### src/rtl/fx_bus_arb_if.sv
// Per-master request/response channel between one fx bus master and fx_bus_arb.
interface fx_bus_arb_if #(
  parameter int unsigned LEN_W = 4
);
  logic             req;
  logic             we;
  logic [21:0]      addr;
  logic [LEN_W-1:0] len;
  logic [7:0]       wdata;
  logic             gnt;
  logic             wack;
  logic [7:0]       rdata;
  logic             rvalid;
  logic             done;

  modport master (
    output req, we, addr, len, wdata,
    input  gnt, wack, rdata, rvalid, done
  );

  modport slave (
    input  req, we, addr, len, wdata,
    output gnt, wack, rdata, rvalid, done
  );
endinterface

### src/rtl/fx_bus_arb.sv
// Two-master round-robin arbiter and burst sequencer for the fx register bus.
// Each granted burst becomes per-byte fx_wr/fx_rd cycles with an auto-incrementing offset.
module fx_bus_arb #(
  parameter int unsigned LEN_W = 4
) (
  input  logic        clk_sys,
  input  logic        rst_n,
  fx_bus_arb_if.slave m0,
  fx_bus_arb_if.slave m1,
  output logic        fx_wr,
  output logic        fx_rd,
  output logic [21:0] fx_waddr,
  output logic [21:0] fx_raddr,
  output logic [7:0]  fx_data,
  input  logic [7:0]  fx_q,
  output logic        bus_busy
);

  typedef enum logic [1:0] {StIdle, StWr, StRd, StDrain} state_e;

  state_e           state_q, state_d;
  logic             owner_q, owner_d;
  logic             last_q, last_d;
  logic [21:0]      addr_q, addr_d;
  logic [LEN_W-1:0] cnt_q, cnt_d;
  logic [1:0]       gnt_q, gnt_d;
  logic [1:0]       wack_q, wack_d;
  logic [1:0]       rvalid_q, rvalid_d;
  logic [1:0]       done_q, done_d;
  logic [7:0]       rdata0_q, rdata0_d;
  logic [7:0]       rdata1_q, rdata1_d;
  logic             fx_wr_q, fx_wr_d;
  logic             fx_rd_q, fx_rd_d;
  logic [21:0]      fx_waddr_q, fx_waddr_d;
  logic [21:0]      fx_raddr_q, fx_raddr_d;
  logic [7:0]       fx_data_q, fx_data_d;
  logic             rd_last_q, rd_last_d;
  logic             rd_dly_q, rd_last_dly_q;
  logic             busy_q;

  logic             win;
  logic [7:0]       wdata_sel;
  logic [21:0]      addr_inc;

  // On contention the master not granted last wins; last_q resets to m1 so m0 wins first.
  assign win       = (m0.req && m1.req) ? ~last_q : m1.req;
  assign wdata_sel = owner_q ? m1.wdata : m0.wdata;
  assign addr_inc  = {addr_q[21:16], addr_q[15:0] + 16'd1};

  always_comb begin
    state_d    = state_q;
    owner_d    = owner_q;
    last_d     = last_q;
    addr_d     = addr_q;
    cnt_d      = cnt_q;
    gnt_d      = '0;
    wack_d     = '0;
    rvalid_d   = '0;
    done_d     = '0;
    rdata0_d   = rdata0_q;
    rdata1_d   = rdata1_q;
    fx_wr_d    = 1'b0;
    fx_rd_d    = 1'b0;
    fx_waddr_d = fx_waddr_q;
    fx_raddr_d = fx_raddr_q;
    fx_data_d  = fx_data_q;
    rd_last_d  = 1'b0;

    unique case (state_q)
      StIdle: begin
        if (m0.req || m1.req) begin
          owner_d     = win;
          last_d      = win;
          addr_d      = win ? m1.addr : m0.addr;
          cnt_d       = win ? m1.len : m0.len;
          gnt_d[win]  = 1'b1;
          if (win ? m1.we : m0.we) begin
            wack_d[win] = 1'b1;
            state_d     = StWr;
          end else begin
            state_d     = StRd;
          end
        end
      end
      StWr: begin
        fx_wr_d    = 1'b1;
        fx_waddr_d = addr_q;
        fx_data_d  = wdata_sel;
        addr_d     = addr_inc;
        cnt_d      = cnt_q - LEN_W'(1);
        if (cnt_q == '0) begin
          done_d[owner_q] = 1'b1;
          state_d         = StDrain;
        end else begin
          wack_d[owner_q] = 1'b1;
        end
      end
      StRd: begin
        fx_rd_d    = 1'b1;
        fx_raddr_d = addr_q;
        addr_d     = addr_inc;
        cnt_d      = cnt_q - LEN_W'(1);
        if (cnt_q == '0) begin
          rd_last_d = 1'b1;
          state_d   = StDrain;
        end
      end
      StDrain: begin
        // Leave once the done pulse is on the outputs.
        if (done_q != '0) state_d = StIdle;
      end
      default: state_d = StIdle;
    endcase

    // Slaves answer one cycle after fx_rd; capture that reply for the owner.
    if (rd_dly_q) begin
      rvalid_d[owner_q] = 1'b1;
      if (rd_last_dly_q) done_d[owner_q] = 1'b1;
      if (owner_q) rdata1_d = fx_q;
      else         rdata0_d = fx_q;
    end
  end

  always_ff @(posedge clk_sys or negedge rst_n) begin
    if (!rst_n) begin
      state_q       <= StIdle;
      owner_q       <= 1'b0;
      last_q        <= 1'b1;
      addr_q        <= '0;
      cnt_q         <= '0;
      gnt_q         <= '0;
      wack_q        <= '0;
      rvalid_q      <= '0;
      done_q        <= '0;
      rdata0_q      <= '0;
      rdata1_q      <= '0;
      fx_wr_q       <= 1'b0;
      fx_rd_q       <= 1'b0;
      fx_waddr_q    <= '0;
      fx_raddr_q    <= '0;
      fx_data_q     <= '0;
      rd_last_q     <= 1'b0;
      rd_dly_q      <= 1'b0;
      rd_last_dly_q <= 1'b0;
      busy_q        <= 1'b0;
    end else begin
      state_q       <= state_d;
      owner_q       <= owner_d;
      last_q        <= last_d;
      addr_q        <= addr_d;
      cnt_q         <= cnt_d;
      gnt_q         <= gnt_d;
      wack_q        <= wack_d;
      rvalid_q      <= rvalid_d;
      done_q        <= done_d;
      rdata0_q      <= rdata0_d;
      rdata1_q      <= rdata1_d;
      fx_wr_q       <= fx_wr_d;
      fx_rd_q       <= fx_rd_d;
      fx_waddr_q    <= fx_waddr_d;
      fx_raddr_q    <= fx_raddr_d;
      fx_data_q     <= fx_data_d;
      rd_last_q     <= rd_last_d;
      rd_dly_q      <= fx_rd_q;
      rd_last_dly_q <= rd_last_q;
      busy_q        <= (state_d != StIdle);
    end
  end

  assign m0.gnt    = gnt_q[0];
  assign m1.gnt    = gnt_q[1];
  assign m0.wack   = wack_q[0];
  assign m1.wack   = wack_q[1];
  assign m0.rvalid = rvalid_q[0];
  assign m1.rvalid = rvalid_q[1];
  assign m0.done   = done_q[0];
  assign m1.done   = done_q[1];
  assign m0.rdata  = rdata0_q;
  assign m1.rdata  = rdata1_q;
  assign fx_wr     = fx_wr_q;
  assign fx_rd     = fx_rd_q;
  assign fx_waddr  = fx_waddr_q;
  assign fx_raddr  = fx_raddr_q;
  assign fx_data   = fx_data_q;
  assign bus_busy  = busy_q;

endmodule

### src/flat_wrapper.sv
// flat-port wrapper written by rule: the top's interface ports become plain ports
module fx_bus_arb_flat 
#(
  parameter int unsigned LEN_W = 4
)
  (clk_sys, rst_n, fx_wr, fx_rd, fx_waddr, fx_raddr, fx_data, fx_q, bus_busy, m0_req, m0_we, m0_addr, m0_len, m0_wdata, m0_gnt, m0_wack, m0_rdata, m0_rvalid, m0_done, m1_req, m1_we, m1_addr, m1_len, m1_wdata, m1_gnt, m1_wack, m1_rdata, m1_rvalid, m1_done);
  fx_bus_arb_if #(.LEN_W(LEN_W)) m0_i ();
  fx_bus_arb_if #(.LEN_W(LEN_W)) m1_i ();
  input  logic clk_sys;
  input  logic rst_n;
  output logic fx_wr;
  output logic fx_rd;
  output logic [21:0] fx_waddr;
  output logic [21:0] fx_raddr;
  output logic [7:0] fx_data;
  input  logic [7:0] fx_q;
  output logic bus_busy;
  input wire logic [$bits(m0_i.req)-1:0] m0_req;
  input wire logic [$bits(m0_i.we)-1:0] m0_we;
  input wire logic [$bits(m0_i.addr)-1:0] m0_addr;
  input wire logic [$bits(m0_i.len)-1:0] m0_len;
  input wire logic [$bits(m0_i.wdata)-1:0] m0_wdata;
  output wire logic [$bits(m0_i.gnt)-1:0] m0_gnt;
  output wire logic [$bits(m0_i.wack)-1:0] m0_wack;
  output wire logic [$bits(m0_i.rdata)-1:0] m0_rdata;
  output wire logic [$bits(m0_i.rvalid)-1:0] m0_rvalid;
  output wire logic [$bits(m0_i.done)-1:0] m0_done;
  input wire logic [$bits(m1_i.req)-1:0] m1_req;
  input wire logic [$bits(m1_i.we)-1:0] m1_we;
  input wire logic [$bits(m1_i.addr)-1:0] m1_addr;
  input wire logic [$bits(m1_i.len)-1:0] m1_len;
  input wire logic [$bits(m1_i.wdata)-1:0] m1_wdata;
  output wire logic [$bits(m1_i.gnt)-1:0] m1_gnt;
  output wire logic [$bits(m1_i.wack)-1:0] m1_wack;
  output wire logic [$bits(m1_i.rdata)-1:0] m1_rdata;
  output wire logic [$bits(m1_i.rvalid)-1:0] m1_rvalid;
  output wire logic [$bits(m1_i.done)-1:0] m1_done;
  assign m0_i.req = m0_req;
  assign m0_i.we = m0_we;
  assign m0_i.addr = m0_addr;
  assign m0_i.len = m0_len;
  assign m0_i.wdata = m0_wdata;
  assign m0_gnt = m0_i.gnt;
  assign m0_wack = m0_i.wack;
  assign m0_rdata = m0_i.rdata;
  assign m0_rvalid = m0_i.rvalid;
  assign m0_done = m0_i.done;
  assign m1_i.req = m1_req;
  assign m1_i.we = m1_we;
  assign m1_i.addr = m1_addr;
  assign m1_i.len = m1_len;
  assign m1_i.wdata = m1_wdata;
  assign m1_gnt = m1_i.gnt;
  assign m1_wack = m1_i.wack;
  assign m1_rdata = m1_i.rdata;
  assign m1_rvalid = m1_i.rvalid;
  assign m1_done = m1_i.done;
  fx_bus_arb #(.LEN_W(LEN_W)) u_core (.clk_sys(clk_sys), .rst_n(rst_n), .m0(m0_i), .m1(m1_i), .fx_wr(fx_wr), .fx_rd(fx_rd), .fx_waddr(fx_waddr), .fx_raddr(fx_raddr), .fx_data(fx_data), .fx_q(fx_q), .bus_busy(bus_busy));
endmodule
### config.mk
export PLATFORM = sky130hd
export DESIGN_NAME = fx_bus_arb_flat
export DESIGN_NICKNAME = d
export VERILOG_FILES = /design/src/rtl/fx_bus_arb_if.sv /design/src/rtl/fx_bus_arb.sv /design/src/flat_wrapper.sv
export SDC_FILE = /design/constraint.sdc
export NUM_CORES = 1
export LEC_CHECK = 0
export ABC_CLOCK_PERIOD_IN_PS = 1640
export CORE_MARGIN = 2
export CORE_UTILIZATION = 25
export CTS_CLUSTER_SIZE = 40
export DETAILED_ROUTE_END_ITERATION = 12
export MAX_ROUTING_LAYER = met4
export PLACE_DENSITY_LB_ADDON = 0.12
export SKIP_LAST_GASP = 1
export SYNTH_ARGS = -nofsm -noshare
export SYNTH_HDL_FRONTEND = slang
export SYNTH_SLANG_ARGS = --single-unit
### constraint.sdc
create_clock -name clk_sys -period 1.64 [get_ports clk_sys]
set_input_delay 0.246 -clock clk_sys [delete_from_list [all_inputs] [get_ports clk_sys]]
set_output_delay 0.246 -clock clk_sys [all_outputs]
set_load 0.02 [all_outputs]
After elaboration in Yosys (flattened, before gate mapping)
Index checks and enable logic that the tools add are counted.
Storage, ports and cells
  word-level logic and storage cells: 83
  input bits: 82
  output and inout bits: 79
  register bits: 112
Cells by class
  add/sub/neg operators: 2
  bitwise operators: 4
  order comparisons: 4
  multiplexer cells: 33
  reductions and logical operators: 15
  equality and inequality tests: 4
Operator list (count)
  2-to-1 mux 22 bit: 2
  one-hot mux 22 bit (2 select lines): 1
  2-to-1 mux 2 bit: 14
  adder 16 x 1 -> 16 bit (second input constant): 1
  2-to-1 mux 1 bit: 8
  2-to-1 mux 4 bit: 2
  2-to-1 mux 8 bit: 1
  one-hot mux 4 bit (2 select lines): 1
  AND reduction 2 bit: 4
  one-hot mux 2 bit (3 select lines): 1
  nonzero test 2 bit: 3
  == test 2 bit (second input constant): 2
  zero test 4 bit: 1
  less-than comparator 1 x 2 -> 1 bit (second input constant): 2
  one-hot mux 2 bit (2 select lines): 1
  subtractor 4 x 1 -> 4 bit (second input constant): 1
  logical AND 1 bit: 3
  inverter 1 bit: 3
  AND reduction 3 bit: 1
  demux 1 bit (select 1 bit): 2
  == test 2 x 1 -> 1 bit (second input constant): 1
  >= comparator 1 bit (second input constant): 2
  zero test 2 bit: 1
  inequality test 2 x 1 -> 1 bit (second input constant): 1
  other kinds (3): 3

Longest topological paths before layout
Gate-level depths: netlist of run 1.
  word-level depth: 9
  gate-level depth with buffers: 9
  depth with buffers taken out: 7

Least setup slack after synthesis of run 1
No wires, ideal clock.
  path kind: register to register
  from: register u_core.state_q[0]
  to: register u_core.addr_q[3]
  stages on the path, launching flop included: 8
  path buffers: 3
  arrival time: 1643 ps
  setup slack: -124 ps
  clock period less this slack: 1764 ps
  data required time: 1520 ps
  library setup time: 120 ps
  path through: dfrtp_1 > inv_1 > ha_1 > buf_2 > o21a_4 > buf_6 > buf_2 > o211a_1
On the way
  cells in the longest elaborated chain, start to end: 4
  elaborated cells between the ends (all ways): 8
  classes of those cells: eq/ne: 3; mux: 1; reduce/logical: 4
Ends and longest elaborated chain
  start, declared: line fx_bus_arb.sv:21  | state_e state_q, state_d;
  start signal, assigned: line fx_bus_arb.sv:126  | state_q <= StIdle;
  start signal, assigned: line fx_bus_arb.sv:147  | state_q <= state_d;
  == test 2 x 1 -> 1 bit / == test 2 bit (equally long branches): line fx_bus_arb.sv:69  | unique case (state_q)
  OR reduction 2 bit (no line)
  nonzero test 2 bit (no line)
  AND reduction 2 bit (no line)
  end signal, assigned: line fx_bus_arb.sv:150  | addr_q <= addr_d;
  end, declared: line fx_bus_arb.sv:24  | logic [21:0] addr_q, addr_d;
Several ways; a longest one is shown, not always the timed one. The select of a mux whose other input is x is not followed.
A chain may end at the register's enable or synchronous reset.

Worst setup path after layout of run 1
  from: register u_core.state_q[0]
  to: register u_core.cnt_q[2]
On the way
  cells in the longest elaborated chain, start to end: 4
  elaborated cells between the ends (all ways): 8
  classes of those cells: eq/ne: 3; mux: 1; reduce/logical: 4
Ends and longest elaborated chain
  == test 2 x 1 -> 1 bit / == test 2 bit (equally long branches): line fx_bus_arb.sv:69
  OR reduction 2 bit (no line)
  nonzero test 2 bit (no line)
  AND reduction 2 bit (no line)
  end signal, assigned: line fx_bus_arb.sv:151  | cnt_q <= cnt_d;
  end, declared: line fx_bus_arb.sv:25  | logic [LEN_W-1:0] cnt_q, cnt_d;
Several ways; a longest one is shown, not always the timed one.

==> results.yml, run 1 <==
global_route:
  grt_first_pass_wirelength_mm: 23.60
  track_usage_pct: 14.41
  grt_pass1_vias: 4365
  grt_max_degree: 36
  antenna_found_initial: 0
  globalRouteOverflowTotal: 0
flow_run:
  cap_violations: 0
synthesis:
  async_flop_share_pct: 100.0
  synthTopCellsByArea: "dfrtp_1, mux2_2, mux2i_1, nand2_1, nor2_1"
  avgSynthCellArea_um2: 11.34
  ys_seq_elements: 112
  synth_top_area_share_pct: 54.67
  synth_cell_types: 47
  synthCells: 448
  ys_seq_area_share_pct: 55.18
  yosysWarningCount: 0
  synth_common_cells: "dfrtp_1, nand2_1, mux2_2, nor2_1, mux2i_1"
  yosys.cell_count.top_type: "dfrtp_1"
  synth_top_area_cell: "dfrtp_1"
  syn_area_um2: 5081
  synth_flop_cell: "dfrtp_1"
  synth-edff-count: 0
  synth.net_count: 536
layout:
  instances_no_fill: 940
  seqCellArea_um2: 2804
  nFillCells: 1941
  nNetsFinal: 754
  n_antenna_cell: 0
  multi_input_area_um2: 2300
  area_growth_pct: 58.53
  final_util_pct: 40.07
  drive_above_1_share_pct: 27.31
sta:
  maxSlewHeadroom_pct: 71.72
  hold_violations: 0
  timing.fmax_ghz: 0.5776
  tightest_slew_ps: 424.1
  fin_skew_ps: 8.953
  setup_violations: 21
  slew_viol_final: 0
  grt_setup_unrepaired: "yes"
  tns_ps: -1079
  setup_slack_ps: -91.20
  fin_crit_sh_pct: 105.6
  min_period_ps: 1731
placed_design:
  hpwl_mm: 10.85
  dp_cells: 917
  port_buffers: 160
  gp_congestion: 0.7935
  place_worst_setup_slack_ps: -398.3
routing:
  dr_wl_met3_um: 672
  avgRoutedWirePerCell_um: 15.66
  dr.max_layer_used: "met4"
  m1WireLength_mm: 7.019
  route.detailed.drc: 0
  wl_met2_mm: 6.916
  vias: 4124
  drt_wl_total_mm: 14.72
  drt-pass1-iter-count: 5
  ant_nets: 0
  drt-vias-per-instance: 4.387
  drtIter0Drc: 203
worst_setup_path:
  crit_type: "reg -> reg"
  slowest_stage: "or3b_4"
  path_max_fanout: 12
  cp.arrival_ps: 1990
  critPathLaunchType: "register"
  worst_setup_path_end_kind: "register"
  crit_path_cell_trace: "inv_2 > ha_4 > or3b_4 > o21ai_4 > nor2_4 > buf_12 > a221oi_4"
  critPathMaxStageDelay_ps: 430
  worstPathRequired_ps: 1900
clocking:
  cts_sinks: 112
  htreeDepth: 3
  cts_tree: "yes"
  cts_buffers: 9
  worstSkewPairLatency_ps: 350
  clkTransAtPathRegs_ps: 70
  root_buffer: "clkbuf_16"
  clk_path_buf_depth: 2
floorplanning:
  die_w_um: 146.6
  die_h_um: 146.6
  rows: 52
  initial_core_util_pct: 25.27
  die_area_um2: 21480
  core_um2: 20100
  ios: 161
outcome:
  outcome: "finished with violations"
  failed_checks: "setup timing"
power_and_ir_drop:
  leakage_nw: 3.425
  p_per_area_nw_per_um2: 2210
  ir_drop_mv: 0.9068
worst_hold_path:
  min_path_type: "reg -> reg"
==> area by class of cell <==
type                       instances  area share, %
inverter                          11         0.5126
tap                              270          4.194
timing repair buffer             230          28.21
clock inverter                     6         0.9320
sequential                       112          34.81
multi-input combinational        302          28.55
clock buffer                       9          2.796
==> layout by cell type (no fill, tap or decap), drive strengths merged, types with 2 or more instances in the layout <==
cell           count
ha                 6
and3               4
mux2i             27
dfrtp            111
o211a              4
a31oi             10
clkdlybuf4s50    157
o21ai             17
nor3               5
o211ai             2
a221oi            12
buf               70
nand4              3
nand3             14
nor2              40
a32o               2
o21a               3
mux2              54
inv               14
dlymetal6s2s       2
a21oi             14
clkbuf             9
nand2             70
==> final timing paths <==
path	end	slack, ps	cells past startpoint	startpoint
min in group asynchronous	u_core.fx_wr	370	2	rst_n
max	u_core.cnt_q[2]	-90	7	u_core.state_q[0]
max in group asynchronous	u_core.cnt_q[3]	660	3	rst_n
min	u_core.rd_last_dly_q	350	0	u_core.rd_last_q
max reg2reg	u_core.cnt_q[2]	-90	7	u_core.state_q[0]
min reg2reg	u_core.rd_last_dly_q	350	0	u_core.rd_last_q
==> registers in the layout, summed over array words and instances (netlist names), 4 cells and up <==
signal           cells
u_core.fx_data       8
u_core.addr_q       22
u_core.m1.rdata      8
u_core.m0.rdata      8
u_core.fx_raddr     22
u_core.fx_waddr     22
u_core.cnt_q         4
==> critical path: cells and delay by family (launching register included) <==
kind | cells | cell delay [ps]
adders and majority gates | 1 | 130
and+or+nand+nor | 2 | 510
AOI/OAI and AO/OA | 2 | 370
buffers and inverters | 2 | 240
DFF | 1 | 400
==> layer usage <==
| layer | vias to the layer above | track usage [%] |
|---|---|---|
| met5 | - | - |
| met4 | 0 | 3.350 |
| met3 | 5 | 3.094 |
| met2 | 123 | 22.64 |
| met1 | 1977 | 19.14 |
| li1 | 2019 | - |
==> timing repair <==
action | in CTS | in global routing
resized for setup | 20 | 24
hold endpoints to repair | 26 | 0
hold buffers | 1 | 0
gates cloned | 2 | 0
pin swaps | 4 | 5
setup endpoints to repair | 27 | 32
buffers inserted | 3 | 2
==> through the flow <==
stage	area (um^2)	hold slack (ps)	total power (W)
final	8055	350.0	0.01780
after global routing	8055	358.4	0.01904
after CTS	7950	352.1	0.01773
after detailed placement	7511	214.0	0.01482
after global placement	7511	210.8	0.01465
after floorplan	5101	-49.59	0.01039
==> report_power, final <==
group          total (W)  internal [W]  switching [W]  leakage, nW
clock            0.00228       0.00121        0.00107        0.145
combinational     0.0105       0.00537        0.00515         1.96
sequential       0.00500       0.00418       0.000817         1.32
==> logic make-up after synthesis <==
group,synth area share [%]
adders and majority gates,1.477
DFF,55.18
muxes,17.29
buffers and inverters,3.349
AOI/OAI and AO/OA,10.37
and+or+nand+nor,12.34
Power figures use the tool's default switching activity.
==> inputs of run 2 (changes only) <==
CORE_UTILIZATION = 40   (was 25)
GPL_ROUTABILITY_DRIVEN = 0   (was not set)
==> results.yml, run 2 (same netlist as run 1, synthesis figures left out) <==
routing:
  drtIter0Drc: 139
  avgRoutedWirePerCell_um: 15.75
  vias: 4189
  drt_wl_total_mm: 13.21
  drt-pass1-iter-count: 4
  route.detailed.drc: 0
  drt-vias-per-instance: 4.993
  ant_nets: 0
floorplanning:
  rows: 41
  die_h_um: 116.7
  initial_core_util_pct: 40.59
  ios: 161
  die_w_um: 116.7
  die_area_um2: 13620
  core_um2: 12520
clocking:
  cts_tree: "yes"
  htreeDepth: 3
  worstSkewPairLatency_ps: 350
  cts_sinks: 112
  root_buffer: "clkbuf_16"
  cts_buffers: 9
  clkTransAtPathRegs_ps: 70
  clk_path_buf_depth: 2
sta:
  tightest_slew_ps: 442.0
  maxSlewHeadroom_pct: 70.26
  setup_slack_ps: -131.3
  hold_violations: 0
  fin_crit_sh_pct: 108.0
  min_period_ps: 1771
  slew_viol_final: 0
  fin_skew_ps: 4.951
  timing.fmax_ghz: 0.5645
  hold_ws_ps: 358.9
  grt_setup_unrepaired: "yes"
  setup_violations: 36
worst_setup_path:
  worst_setup_path_end_kind: "register"
  crit_end: "u_core.addr_q[10]"
  startpoint: "u_core.state_q[0]"
  timing.reg2reg.setup_slack_ps: -130
  crit_type: "reg -> reg"
  reg2reg_from: "u_core.state_q[0]"
  path_max_fanout: 9
  critPathMaxStageDelay_ps: 430
  cp.arrival_ps: 2020
  reg2regPathDepth: 7
  worstPathRequired_ps: 1890
  critPathLaunchType: "register"
  slowest_stage: "or3b_4"
  crit_path_cell_trace: "inv_2 > ha_4 > or3b_4 > o21ai_4 > nor2_4 > buf_12 > a221oi_2"
  r2r-end: "u_core.addr_q[10]"
global_route:
  grt_pass1_vias: 4373
  grt_max_degree: 39
  globalRouteOverflowTotal: 0
  antenna_found_initial: 0
  track_usage_pct: 20.69
  use_met2_pct: 34.64
  grtUsageMet1_pct: 25.51
  grtUsageMet3_pct: 3.010
  grt_first_pass_wirelength_mm: 20.98
  busiest_layer: "met2"
flow_run:
  cap_violations: 0
outcome:
  outcome: "finished with violations"
  failed_checks: "setup timing"
layout:
  n_antenna_cell: 0
  area_growth_pct: 54.27
  instances_no_fill: 839
  nNetsFinal: 751
  mostFrequentLayoutCells: "clkdlybuf4s50_1, dfrtp_1, nand2_1"
  final_common_cell: "clkdlybuf4s50_1"
  drive_above_1_share_pct: 25.64
  nFillCells: 1041
worst_hold_path:
  min_path_type: "in -> async"
placed_design:
  hpwl_mm: 9.572
  port_buffers: 160
  dp_cells: 812
  place_worst_setup_slack_ps: -437.7
power_and_ir_drop:
  power_w: 0.01750
  ir_drop_mv: 0.9244
  leakage_nw: 3.367
  p_per_area_nw_per_um2: 2233
-- run 2: cell count changes in the layout (fill, tap and decap cells not counted), moves of 2 or more --
cell / change
a221oi_1: +2
buf_6: -2
clkdlybuf4s50_1: +2
dlymetal6s2s_1: -2
inv_1: +2
inv_2: -2
inv_6: -2
nor2_1: +2
nor2_2: -2
o21ai_2: -2
-- run 2: power by group --
part / switching, W / total (W) / internal (W) / leakage, nW
combinational: 0.00492 / 0.0103 / 0.00535 / 1.91
sequential: 0.000864 / 0.00505 / 0.00418 / 1.32
clock: 0.000965 / 0.00219 / 0.00122 / 0.138
total: 0.00674 / 0.0175 / 0.0108 / 3.37
-- run 2: per-layer routing --
metal	part of all wire, %	up-vias
met2	50	118
met1	43	2046
met4	1.7	0
li1	-	2011
met5	0	-
met3	4.7	14
-- run 2: worst min-delay path by stage --
stage	start	end	depth (start not counted)	slack, ps
floorplan	rst_n	u_core.addr_q[0]	0	-50
CTS	rst_n	u_core.fx_data[5]	2	370
global route	u_core.rd_last_q	u_core.rd_last_dly_q	0	370
finish	rst_n	u_core.fx_data[5]	2	360
global placement	rst_n	u_core.fx_data[5]	1	180
detailed placement	rst_n	u_core.fx_data[5]	1	190
-- run 2: layout make-up --
cell class              instances  area [um^2]  area share, %
multi-input cells             302         2250          28.70
clock buffers                  11        242.7          3.097
flip-flops and latches        112         2804          35.77
repair buffers                227         2232          28.48
clock inverters                 4        53.80         0.6864
well taps                     172        215.2          2.745
inverters                      11        41.29         0.5267
-- run 2: through the flow --
stage	cell area, um^2	setup TNS, ps	utilization, %
after floorplan	5101	-2283	-
after global placement	7298	-7739	58.31
after detailed placement	7298	-8852	58.31
after CTS	7751	-2205	61.93
after global routing	7839	-5170	62.63
final	7839	-2257	62.63
-- run 2: timing repair --
item                                    4_1_cts  5_1_grt
setup buffers                                 4        5
pin swaps                                     7        8
endpoints found under the setup margin       26       28
hold endpoints to repair                     20        0
gates resized for setup                      20       11
gates cloned                                  2        0
hold buffers                                  1        0
-- run 2: worst max-delay path, delay by kind of cell (launching register included) --
family,cells,cell delay (ps)
buf+inv,2,240
compound gates,2,350
fa+ha+maj,1,130
simple gates,2,530
flops,1,410
